--- src/rtl/rsa_timing_leak_monitor.sv ---
// -----------------------------------------------------------------------------
// rsa_timing_leak_monitor
//
// Observes the two copies of the RSA self-composition block. Both copies get
// the same message and different secret primes. The monitor measures how many
// cycles each copy takes and raises leak_timing when the copies finish on
// different cycles. That divergence is a timing side channel. It also flags
// a result mismatch between the copies. Results stay held after the run ends
// until the next run is armed.
//
// Ports:
//   clk              rising-edge clock
//   rst_n            asynchronous active-low reset
//   KeyGenStart      run start (shared with both RSA copies)
//   finish_1/2       per-copy done level
//   m_decrypted_1/2  per-copy result, 2*WIDTH bits
//   done             high while in DONE
//   leak_timing      sticky: copies finished on different cycles, or only
//                    one finished before the timeout
//   result_mismatch  both finished and captured results differ
//   timeout          TIMEOUT reached before both copies finished
//   lat_1/lat_2      per-copy latency in cycles (CNT_W bits)
//   delta            |lat_1 - lat_2|, valid while done=1
// -----------------------------------------------------------------------------
module rsa_timing_leak_monitor #(
  parameter int          WIDTH   = 8,
  parameter int          CNT_W   = 16,
  parameter int unsigned TIMEOUT = 16'hFFFF
) (
  input  logic               clk,
  input  logic               rst_n,
  input  logic               KeyGenStart,
  input  logic               finish_1,
  input  logic               finish_2,
  input  logic [2*WIDTH-1:0] m_decrypted_1,
  input  logic [2*WIDTH-1:0] m_decrypted_2,
  output logic               done,
  output logic               leak_timing,
  output logic               result_mismatch,
  output logic               timeout,
  output logic [CNT_W-1:0]   lat_1,
  output logic [CNT_W-1:0]   lat_2,
  output logic [CNT_W-1:0]   delta
);

  localparam logic [1:0] S_IDLE = 2'd0;
  localparam logic [1:0] S_RUN  = 2'd1;
  localparam logic [1:0] S_DONE = 2'd2;

  localparam logic [CNT_W-1:0] TIMEOUT_C = CNT_W'(TIMEOUT);
  localparam logic [CNT_W-1:0] ONE_C     = CNT_W'(1);

  // Unsigned distance between two latencies, larger minus smaller.
  function automatic logic [CNT_W-1:0] abs_diff(input logic [CNT_W-1:0] a,
                                                input logic [CNT_W-1:0] b);
    return (a >= b) ? (a - b) : (b - a);
  endfunction

  logic [1:0]         state;
  logic [CNT_W-1:0]   cnt;
  logic               fin_1;
  logic               fin_2;
  logic [2*WIDTH-1:0] res_1;
  logic [2*WIDTH-1:0] res_2;

  // Next-cycle view of the RUN bookkeeping, shared by the completion,
  // leak and timeout decisions so they all see this cycle's captures.
  logic [CNT_W-1:0]   cnt_inc;
  logic               cap_1;
  logic               cap_2;
  logic               fin_1_nx;
  logic               fin_2_nx;
  logic [CNT_W-1:0]   lat_1_nx;
  logic [CNT_W-1:0]   lat_2_nx;
  logic [2*WIDTH-1:0] res_1_nx;
  logic [2*WIDTH-1:0] res_2_nx;
  logic               both_fin;
  logic               hit_limit;
  logic [CNT_W-1:0]   lat_1_end;
  logic [CNT_W-1:0]   lat_2_end;

  always_comb begin
    cnt_inc   = cnt + ONE_C;
    cap_1     = finish_1 & ~fin_1;
    cap_2     = finish_2 & ~fin_2;
    fin_1_nx  = fin_1 | finish_1;
    fin_2_nx  = fin_2 | finish_2;
    lat_1_nx  = cap_1 ? cnt_inc : lat_1;
    lat_2_nx  = cap_2 ? cnt_inc : lat_2;
    res_1_nx  = cap_1 ? m_decrypted_1 : res_1;
    res_2_nx  = cap_2 ? m_decrypted_2 : res_2;
    both_fin  = fin_1_nx & fin_2_nx;
    // Completion takes priority over a simultaneous timeout.
    hit_limit = ~both_fin & (cnt_inc == TIMEOUT_C);
    // On timeout, any copy that never finished is charged the full budget.
    lat_1_end = fin_1_nx ? lat_1_nx : TIMEOUT_C;
    lat_2_end = fin_2_nx ? lat_2_nx : TIMEOUT_C;
  end

  assign done = (state == S_DONE);

  always_ff @(posedge clk or negedge rst_n) begin
    if (!rst_n) begin
      state           <= S_IDLE;
      cnt             <= '0;
      fin_1           <= 1'b0;
      fin_2           <= 1'b0;
      res_1           <= '0;
      res_2           <= '0;
      lat_1           <= '0;
      lat_2           <= '0;
      leak_timing     <= 1'b0;
      result_mismatch <= 1'b0;
      timeout         <= 1'b0;
      delta           <= '0;
    end else begin
      case (state)
        // IDLE: finish/result inputs ignored; arming clears the previous run.
        S_IDLE: begin
          if (KeyGenStart) begin
            state           <= S_RUN;
            cnt             <= '0;
            fin_1           <= 1'b0;
            fin_2           <= 1'b0;
            lat_1           <= '0;
            lat_2           <= '0;
            leak_timing     <= 1'b0;
            result_mismatch <= 1'b0;
            timeout         <= 1'b0;
            delta           <= '0;
          end
        end

        // RUN: count, capture first finish per copy, detect divergence.
        S_RUN: begin
          cnt   <= cnt_inc;
          fin_1 <= fin_1_nx;
          fin_2 <= fin_2_nx;
          lat_1 <= lat_1_nx;
          lat_2 <= lat_2_nx;
          res_1 <= res_1_nx;
          res_2 <= res_2_nx;
          if (fin_1_nx != fin_2_nx) begin
            leak_timing <= 1'b1;
          end
          if (both_fin) begin
            state           <= S_DONE;
            result_mismatch <= (res_1_nx != res_2_nx);
            delta           <= abs_diff(lat_1_nx, lat_2_nx);
          end else if (hit_limit) begin
            state           <= S_DONE;
            timeout         <= 1'b1;
            result_mismatch <= 1'b0;
            lat_1           <= lat_1_end;
            lat_2           <= lat_2_end;
            delta           <= abs_diff(lat_1_end, lat_2_end);
          end
        end

        // DONE: hold results; a still-high KeyGenStart must drop first.
        S_DONE: begin
          if (!KeyGenStart) begin
            state <= S_IDLE;
          end
        end

        default: state <= S_IDLE;
      endcase
    end
  end

endmodule
--- config.mk ---
export PLATFORM = sky130hd
export DESIGN_NAME = rsa_timing_leak_monitor
export DESIGN_NICKNAME = d
export VERILOG_FILES = /design/src/rtl/rsa_timing_leak_monitor.sv
export SDC_FILE = /design/constraint.sdc
export NUM_CORES = 1
export LEC_CHECK = 0
export CAP_MARGIN = 25
export CORE_MARGIN = 2
export CORE_UTILIZATION = 53
export CTS_CLUSTER_SIZE = 25
export DETAILED_ROUTE_END_ITERATION = 7
export PLACE_DENSITY_LB_ADDON = 0.15
export SYNTH_ARGS = -nofsm -noshare
export SYNTH_HDL_FRONTEND = slang
export SYNTH_SLANG_ARGS = --single-unit
--- constraint.sdc ---
create_clock -name clk -period 4.75 [get_ports clk]
set_clock_uncertainty 0.2 [all_clocks]
set_input_delay 0.95 -clock clk [delete_from_list [all_inputs] [get_ports clk]]
set_output_delay 0.95 -clock clk [all_outputs]
set_load 0.02 [all_outputs]
==> results of run 1 <==
-- worst max-delay path, delay by kind of cell --
family	cells	cell delay (ps)
buf+inv	4	1010
compound gates	8	1810
mux	1	170
fa+ha+maj	1	410
simple gates	2	280
-- Yosys cell counts (11+ instances only) --
| cell | n |
|---|---|
| sky130_fd_sc_hd__nor3_1 | 18 |
| sky130_fd_sc_hd__ha_1 | 65 |
| sky130_fd_sc_hd__nor2b_1 | 11 |
| sky130_fd_sc_hd__xor2_1 | 11 |
| sky130_fd_sc_hd__mux2_2 | 34 |
| sky130_fd_sc_hd__nand4_1 | 12 |
| sky130_fd_sc_hd__nand3_1 | 21 |
| sky130_fd_sc_hd__nand2_1 | 98 |
| sky130_fd_sc_hd__o21a_1 | 31 |
| sky130_fd_sc_hd__o211ai_1 | 13 |
| sky130_fd_sc_hd__mux2i_1 | 63 |
| sky130_fd_sc_hd__a21oi_1 | 116 |
| sky130_fd_sc_hd__xnor2_1 | 43 |
| sky130_fd_sc_hd__dfrtp_1 | 103 |
| sky130_fd_sc_hd__inv_1 | 77 |
| sky130_fd_sc_hd__a21o_1 | 16 |
| sky130_fd_sc_hd__nor2_1 | 69 |
| sky130_fd_sc_hd__clkbuf_1 | 40 |
| sky130_fd_sc_hd__o21ai_0 | 54 |
-- what timing repair did --
item                       in CTS  in global routing
gates resized for setup         1                 36
pin swaps                       0                  3
setup endpoints to repair       1                 15
setup buffers                   0                  0
-- final cells by class --
| type | instances | area share (%) |
|---|---|---|
| multi-input cells | 813 | 49.7 |
| well taps | 220 | 2.29 |
| inverters | 77 | 2.41 |
| clock buffers | 9 | 1.87 |
| flip-flops and latches | 103 | 21.5 |
| repair buffers | 306 | 21.4 |
| clock inverters | 7 | 0.781 |
-- kinds of logic (layout without fill, tap and decap cells) --
group	after synthesis	after routing	synth area share (%)
adder cells (fa/ha/maj)	69	69	9.99
flip-flops	103	103	28.8
multiplexers	99	99	11.7
AND/OR/NAND/NOR	279	279	15.2
buffers and inverters	134	399	6.09
XOR/XNOR	55	55	5.47
AO/OA/AOI/OAI	311	311	22.7
-- sequential cells by signal, summed over array words and instances (netlist names) --
register         flops
res_1               16
leak_timing          1
fin_2                1
fin_1                1
lat_2               16
delta               16
result_mismatch      1
res_2               16
timeout              1
cnt                 16
state                2
lat_1               16
-- per-stage QoR --
stage               instance area [µm²]  setup WS [ps]
floorplan                          8940           33.9
global placement                  11500           -275
detailed placement                11500           -372
CTS                               11900           7.35
global route                      12000          -12.6
finish                            12000            156
-- worst paths after layout --
check | startpoint | to | depth (start not counted) | slack [ps]
hold reg to reg | result_mismatch | result_mismatch | 2 | 290
hold / removal | result_mismatch | result_mismatch | 2 | 290
setup reg to reg | cnt[1] | delta[3] | 21 | 220
min in group asynchronous | rst_n | delta[4] | 1 | 470
max in group asynchronous | rst_n | cnt[7] | 2 | 2990
setup / recovery | finish_2 | delta[13] | 16 | 160
-- metal layers --
layer / vias up / routed length (µm)
met5: - / 0
met2: 320 / 14400
met3: 43 / 1790
met4: 0 / 608
li1: 4249 / -
met1: 4376 / 13200
==> results.py, run 1 <==
metrics = {
    "detailed_routing": {
        "drt-total-wl_mm": 30.0,
        "drt_first_pass_iters": 6,
        "detail-route-antenna-nets": 0,
        "route.vias.total": 8988,
        "drc_errors": 0,
        "vias_per_cell": 5.86,
        "detailedRoute.firstIterationViolations": 724,
        "wl_per_cell_um": 19.6,
    },
    "sta": {
        "achievable-frequency_ghz": 0.218,
        "worst_slew_pin_slew_ps": 981,
        "setup-tns-final_ps": 0,
        "setup_viol": 0,
        "timing.final.crit_period_ps": 4590,
        "post-route-period-util_pct": 96.7,
        "slew_viol_final": 0,
        "timing.final.hold_violations": 0,
        "worst_hold_slack_ps": 285,
        "timing.slew.headroom_pct": 34.6,
    },
    "cells_and_area": {
        "multiInputGateArea_um2": 5980,
        "layout.core_utilization_pct": 72.7,
        "num-fill-cells": 1286,
        "layout.nets": 1416,
        "fin_cells": 1535,
        "syn_to_final_growth_pct": 34.3,
        "layout_commonest_cell": "sky130_fd_sc_hd__buf_4",
        "diodes": 0,
        "drive_gt1_share_pct": 24.7,
        "mostFrequentLayoutCells": "213 x sky130_fd_sc_hd__buf_4, 115 x sky130_fd_sc_hd__a21oi_1, 102 x sky130_fd_sc_hd__dfrtp_1",
        "layout.area.seq_um2": 2580,
    },
    "global_route": {
        "gr-usage-met2_pct": 56.5,
        "first_pass_grt_wire_length_mm": 46.7,
        "global_route.usage.met3_pct": 4.16,
        "global_route_total_usage_across_every_layer_pct": 33.5,
        "grt_pass1_vias": 8599,
        "number_of_antenna_violations_at_the_first_check_in_global_routing": 0,
        "gr-usage-met1_pct": 45.8,
        "grt_remaining_overflow": 0,
        "layer_with_the_highest_usage": "met2",
        "pin_count_of_the_biggest_net_entering_global_routing": 62,
    },
    "setup_path": {
        "cp.required_ps": 4790,
        "largest_stage_delay_worst_path_ps": 520,
        "cell_occurring_most_often_along_the_worst_timing_path": "sky130_fd_sc_hd__buf_4",
        "endpoint_kind": "flop",
        "critical_path_fanouts_max": 7,
        "critical_path.cell_chain": "clkdlybuf4s50_1, nand2b_1, buf_4, o21a_1, ha_1, nand3_1, a21oi_1, o311ai_0, a21bo_2, a2111oi_0, a211oi_1, o21ai_0, buf_4, mux2i_1, buf_4, o211ai_2",
        "critical-path-slowest-cell": "sky130_fd_sc_hd__clkdlybuf4s50_1",
        "kind_of_critical_path": "in -> reg",
        "cp-start-kind": "input port",
        "signal_arrival_time_at_the_worst_endpoint_ps": 4630,
    },
    "logic_synthesis": {
        "yosys-top-cells-area": "sky130_fd_sc_hd__dfrtp_1 29%, sky130_fd_sc_hd__ha_1 9.1%, sky130_fd_sc_hd__mux2i_1 7.1%",
        "seq_area_frac_synth_pct": 28.8,
        "synthesis.nets": 1156,
        "netlist_area_before_placement_um2": 8940,
        "post_synth.cell_area_avg_um2": 8.52,
        "synthDistinctLibCells": 78,
        "ys_warn_count": 0,
        "post-synth-top-area-fraction_pct": 28.8,
        "synth_async_sr_flop_share_pct": 100,
        "yosys.area.top_type": "sky130_fd_sc_hd__dfrtp_1",
        "synth_enable_flop_cells": 0,
        "synth-seq-cells": 103,
        "yosys_most_used_dff": "sky130_fd_sc_hd__dfrtp_1",
        "post_synth_inst_count": 1050,
    },
    "die": {
        "top_level_ports": 89,
        "core-area_um2": 16500,
        "floorplan.rows": 47,
        "die_height_um": 134,
        "die_x_um": 134,
        "starting_utilization_of_the_core_area_pct": 54.1,
        "die_area_um2": 17900,
    },
    "clock_tree": {
        "clkSlewWorstSetupHoldPaths_ps": 90,
        "ctsLongestPathBuffers": 2,
        "clock_sink_count": 103,
        "clk_latency_ps": 360,
        "cts_tree": "done",
        "cts_root_buffer": "sky130_fd_sc_hd__clkbuf_16",
        "cts_inserted_buffers": 9,
        "ctsHoldBuffers": 0,
        "htree_levels": 3,
    },
    "placement": {
        "port_buffers": 88,
        "dp_cells": 1519,
        "dp_hpwl_mm": 23.3,
        "globalplace.congestion": 1.02,
    },
    "min_path": {
        "worst_hold_path_type": "reg -> reg",
    },
    "run": {
        "cap_violations": 0,
    },
    "run_status": {
        "status": "completed",
    },
}
Power of run 1 is left out: the tool's default activity adds up to more than one toggle a clock period on the data nets, which glitch-free logic cannot reach.
==> run 2, diff against run 1 <==
Settings changed: CTS_CLUSTER_SIZE 25 to unset.
==> results of run 2 <==
No change in the layout: final DEF, timing and power equal those of run 1.
Power of run 2 is left out for the same reason.
==> run 3, diff against run 2 <==
Settings changed: MAX_ROUTING_LAYER set to met4.
==> run 3 against run 2 <==
  * Core utilization decreased by 0.20 points
  * Worst hold slack got worse by 0.71 ps
  * Flip-flop and latch count unchanged
  * Via count decreased by 0.80%
  * Setup slack improved by 1.2 ps
  * Critical path depth increased by 4
  * Critical endpoint is now delta[7]
  * Cell area decreased by 0.27%
  * Largest cell class unchanged
  * Critical path type is now reg -> reg
  * Fmax about the same
  * Highest routed layer unchanged
  * Register-to-register slack got worse by 60 ps
==> results.py, run 3 (same netlist as run 1, synthesis figures left out) <==
metrics = {
    "run_status": {
        "status": "completed",
    },
    "global_route": {
        "grt_pass1_vias": 8500,
        "grt_remaining_overflow": 0,
        "number_of_antenna_violations_at_the_first_check_in_global_routing": 0,
        "pin_count_of_the_biggest_net_entering_global_routing": 64,
        "global_route_total_usage_across_every_layer_pct": 34.5,
        "first_pass_grt_wire_length_mm": 46.3,
    },
    "setup_path": {
        "r2r_setup_slack_ps": 160,
        "cp.required_ps": 4840,
        "kind_of_critical_path": "reg -> reg",
        "critical_path.reg2reg.startpoint": "cnt[3]",
        "critical_path.reg2reg.endpoint": "delta[7]",
        "critical_path_fanouts_max": 7,
        "endpoint_kind": "flop",
        "worst-r2r-cell-count": 20,
        "cp-start-kind": "flop",
        "worstSetupStartpoint": "cnt[3]",
        "crit_end": "delta[7]",
        "signal_arrival_time_at_the_worst_endpoint_ps": 4680,
    },
    "clock_tree": {
        "cts.repair.resized": 0,
        "cts_inserted_buffers": 9,
        "ctsHoldBuffers": 0,
        "cts_post_setup_buffers_inserted": 0,
        "cts_tree": "done",
        "clkSlewWorstSetupHoldPaths_ps": 90,
        "clock_sink_count": 103,
        "ctsLongestPathBuffers": 2,
        "clk_latency_ps": 360,
        "cts_root_buffer": "sky130_fd_sc_hd__clkbuf_16",
        "htree_levels": 3,
    },
    "sta": {
        "timing.final.hold_violations": 0,
        "setup_viol": 0,
        "slew_viol_final": 0,
        "worst_slew_pin_slew_ps": 871,
        "setup_ws_ps": 158,
        "achievable-frequency_ghz": 0.218,
        "timing.slew.headroom_pct": 41.9,
        "timing.final.crit_period_ps": 4590,
        "post-route-period-util_pct": 96.7,
        "worst_hold_slack_ps": 285,
    },
    "placement": {
        "dp_hpwl_mm": 23.6,
        "globalplace.congestion": 1.01,
        "port_buffers": 88,
        "preCtsSetupSlack_ps": -288,
    },
    "die": {
        "core-area_um2": 16500,
        "die_x_um": 134,
        "die_height_um": 134,
        "floorplan.rows": 47,
        "die_area_um2": 17900,
        "top_level_ports": 89,
        "starting_utilization_of_the_core_area_pct": 54.1,
    },
    "cells_and_area": {
        "layout.core_utilization_pct": 72.5,
        "drive_gt1_share_pct": 24.8,
        "layout.nets": 1422,
        "syn_to_final_growth_pct": 34.0,
        "layout_commonest_cell": "sky130_fd_sc_hd__buf_4",
        "diodes": 0,
        "mostFrequentLayoutCells": "222 x sky130_fd_sc_hd__buf_4, 116 x sky130_fd_sc_hd__a21oi_1, 102 x sky130_fd_sc_hd__dfrtp_1",
    },
    "detailed_routing": {
        "drt_first_pass_iters": 5,
        "detail-route-antenna-nets": 0,
        "vias_per_cell": 5.79,
        "drc_errors": 0,
        "route.vias.total": 8916,
        "detailedRoute.firstIterationViolations": 751,
        "drt-total-wl_mm": 30.1,
        "wl_per_cell_um": 19.5,
    },
    "min_path": {
        "worst_hold_path_type": "reg -> reg",
    },
    "run": {
        "cap_violations": 0,
    },
}
run 3: cell count changes in the layout (fill, tap and decap cells not counted), moves of 2 or more:
| cell | before | now |
|---|---|---|
| sky130_fd_sc_hd__buf_4 | 213 | 222 |
| sky130_fd_sc_hd__a211oi_1 | 5 | 2 |
| sky130_fd_sc_hd__a211oi_2 | 2 | 5 |
| sky130_fd_sc_hd__a2111oi_0 | 2 | 0 |
| sky130_fd_sc_hd__buf_12 | 4 | 2 |
| sky130_fd_sc_hd__ha_1 | 61 | 63 |
| sky130_fd_sc_hd__ha_4 | 2 | 0 |
| sky130_fd_sc_hd__nor2_1 | 69 | 67 |
| sky130_fd_sc_hd__nor2_2 | 0 | 2 |
| sky130_fd_sc_hd__o21a_1 | 25 | 27 |
| sky130_fd_sc_hd__o21a_2 | 6 | 4 |
| sky130_fd_sc_hd__o311ai_1 | 0 | 2 |
run 3: cell type report:
cell class	instances	area [µm²]
Clock buffer	9	225
Clock inverter	7	91.3
Fill cell	1338	4540
Multi-Input combinational cell	813	5930
Inverter	77	289
Timing Repair Buffer	312	2590
Sequential cell	103	2580
Tap cell	220	275
run 3: through the flow:
stage | cell area, µm² | instances | setup TNS (ps)
3_3_place_gp | 11600 | 1525 | -3150
5_1_grt | 12000 | 1541 | -24.9
6_report | 12000 | 1541 | 0
2_1_floorplan | 8940 | 1050 | 0
3_5_place_dp | 11600 | 1525 | -3420
4_1_cts | 11900 | 1541 | 0
run 3: routing by layer:
metal  part of all wire (%)  vias up  GRT usage (%)
met3                    7.2       50           5.52
met1                     44     4259           46.0
met5                      0        -              -
met2                     47      340           55.2
met4                    2.0        0           8.57
li1                       -     4267              -
run 3: how the worst min path moves through the flow:
stage | startpoint | endpoint | slack (ps) | cells past startpoint
4_1_cts | delta[0] | delta[0] | 290 | 2
5_1_grt | result_mismatch | result_mismatch | 310 | 2
6_report | result_mismatch | result_mismatch | 280 | 2
3_3_place_gp | delta[0] | delta[0] | 260 | 2
3_5_place_dp | delta[0] | delta[0] | 270 | 2
2_1_floorplan | res_1[0] | res_1[0] | 280 | 1
run 3: worst max-delay path, stage by stage, from the launching register on:
cell                      delay, ps
sky130_fd_sc_hd__dfrtp_1        480
sky130_fd_sc_hd__nand4_2        160
sky130_fd_sc_hd__buf_4          190
sky130_fd_sc_hd__nor3_1         230
sky130_fd_sc_hd__and3_1         200
sky130_fd_sc_hd__xnor2_1        280
sky130_fd_sc_hd__o21a_2         270
sky130_fd_sc_hd__nand2_1        100
sky130_fd_sc_hd__ha_1           320
sky130_fd_sc_hd__a21o_1         190
sky130_fd_sc_hd__a21oi_1        150
sky130_fd_sc_hd__nor2_1          90
sky130_fd_sc_hd__o41ai_2        240
sky130_fd_sc_hd__buf_4          190
sky130_fd_sc_hd__buf_4          110
sky130_fd_sc_hd__o21a_4         190
sky130_fd_sc_hd__buf_4          200
sky130_fd_sc_hd__mux2i_2        250
sky130_fd_sc_hd__xnor2_1         90
sky130_fd_sc_hd__mux2_2         260
sky130_fd_sc_hd__mux2i_1        130
Power of run 3 is left out for the same reason.
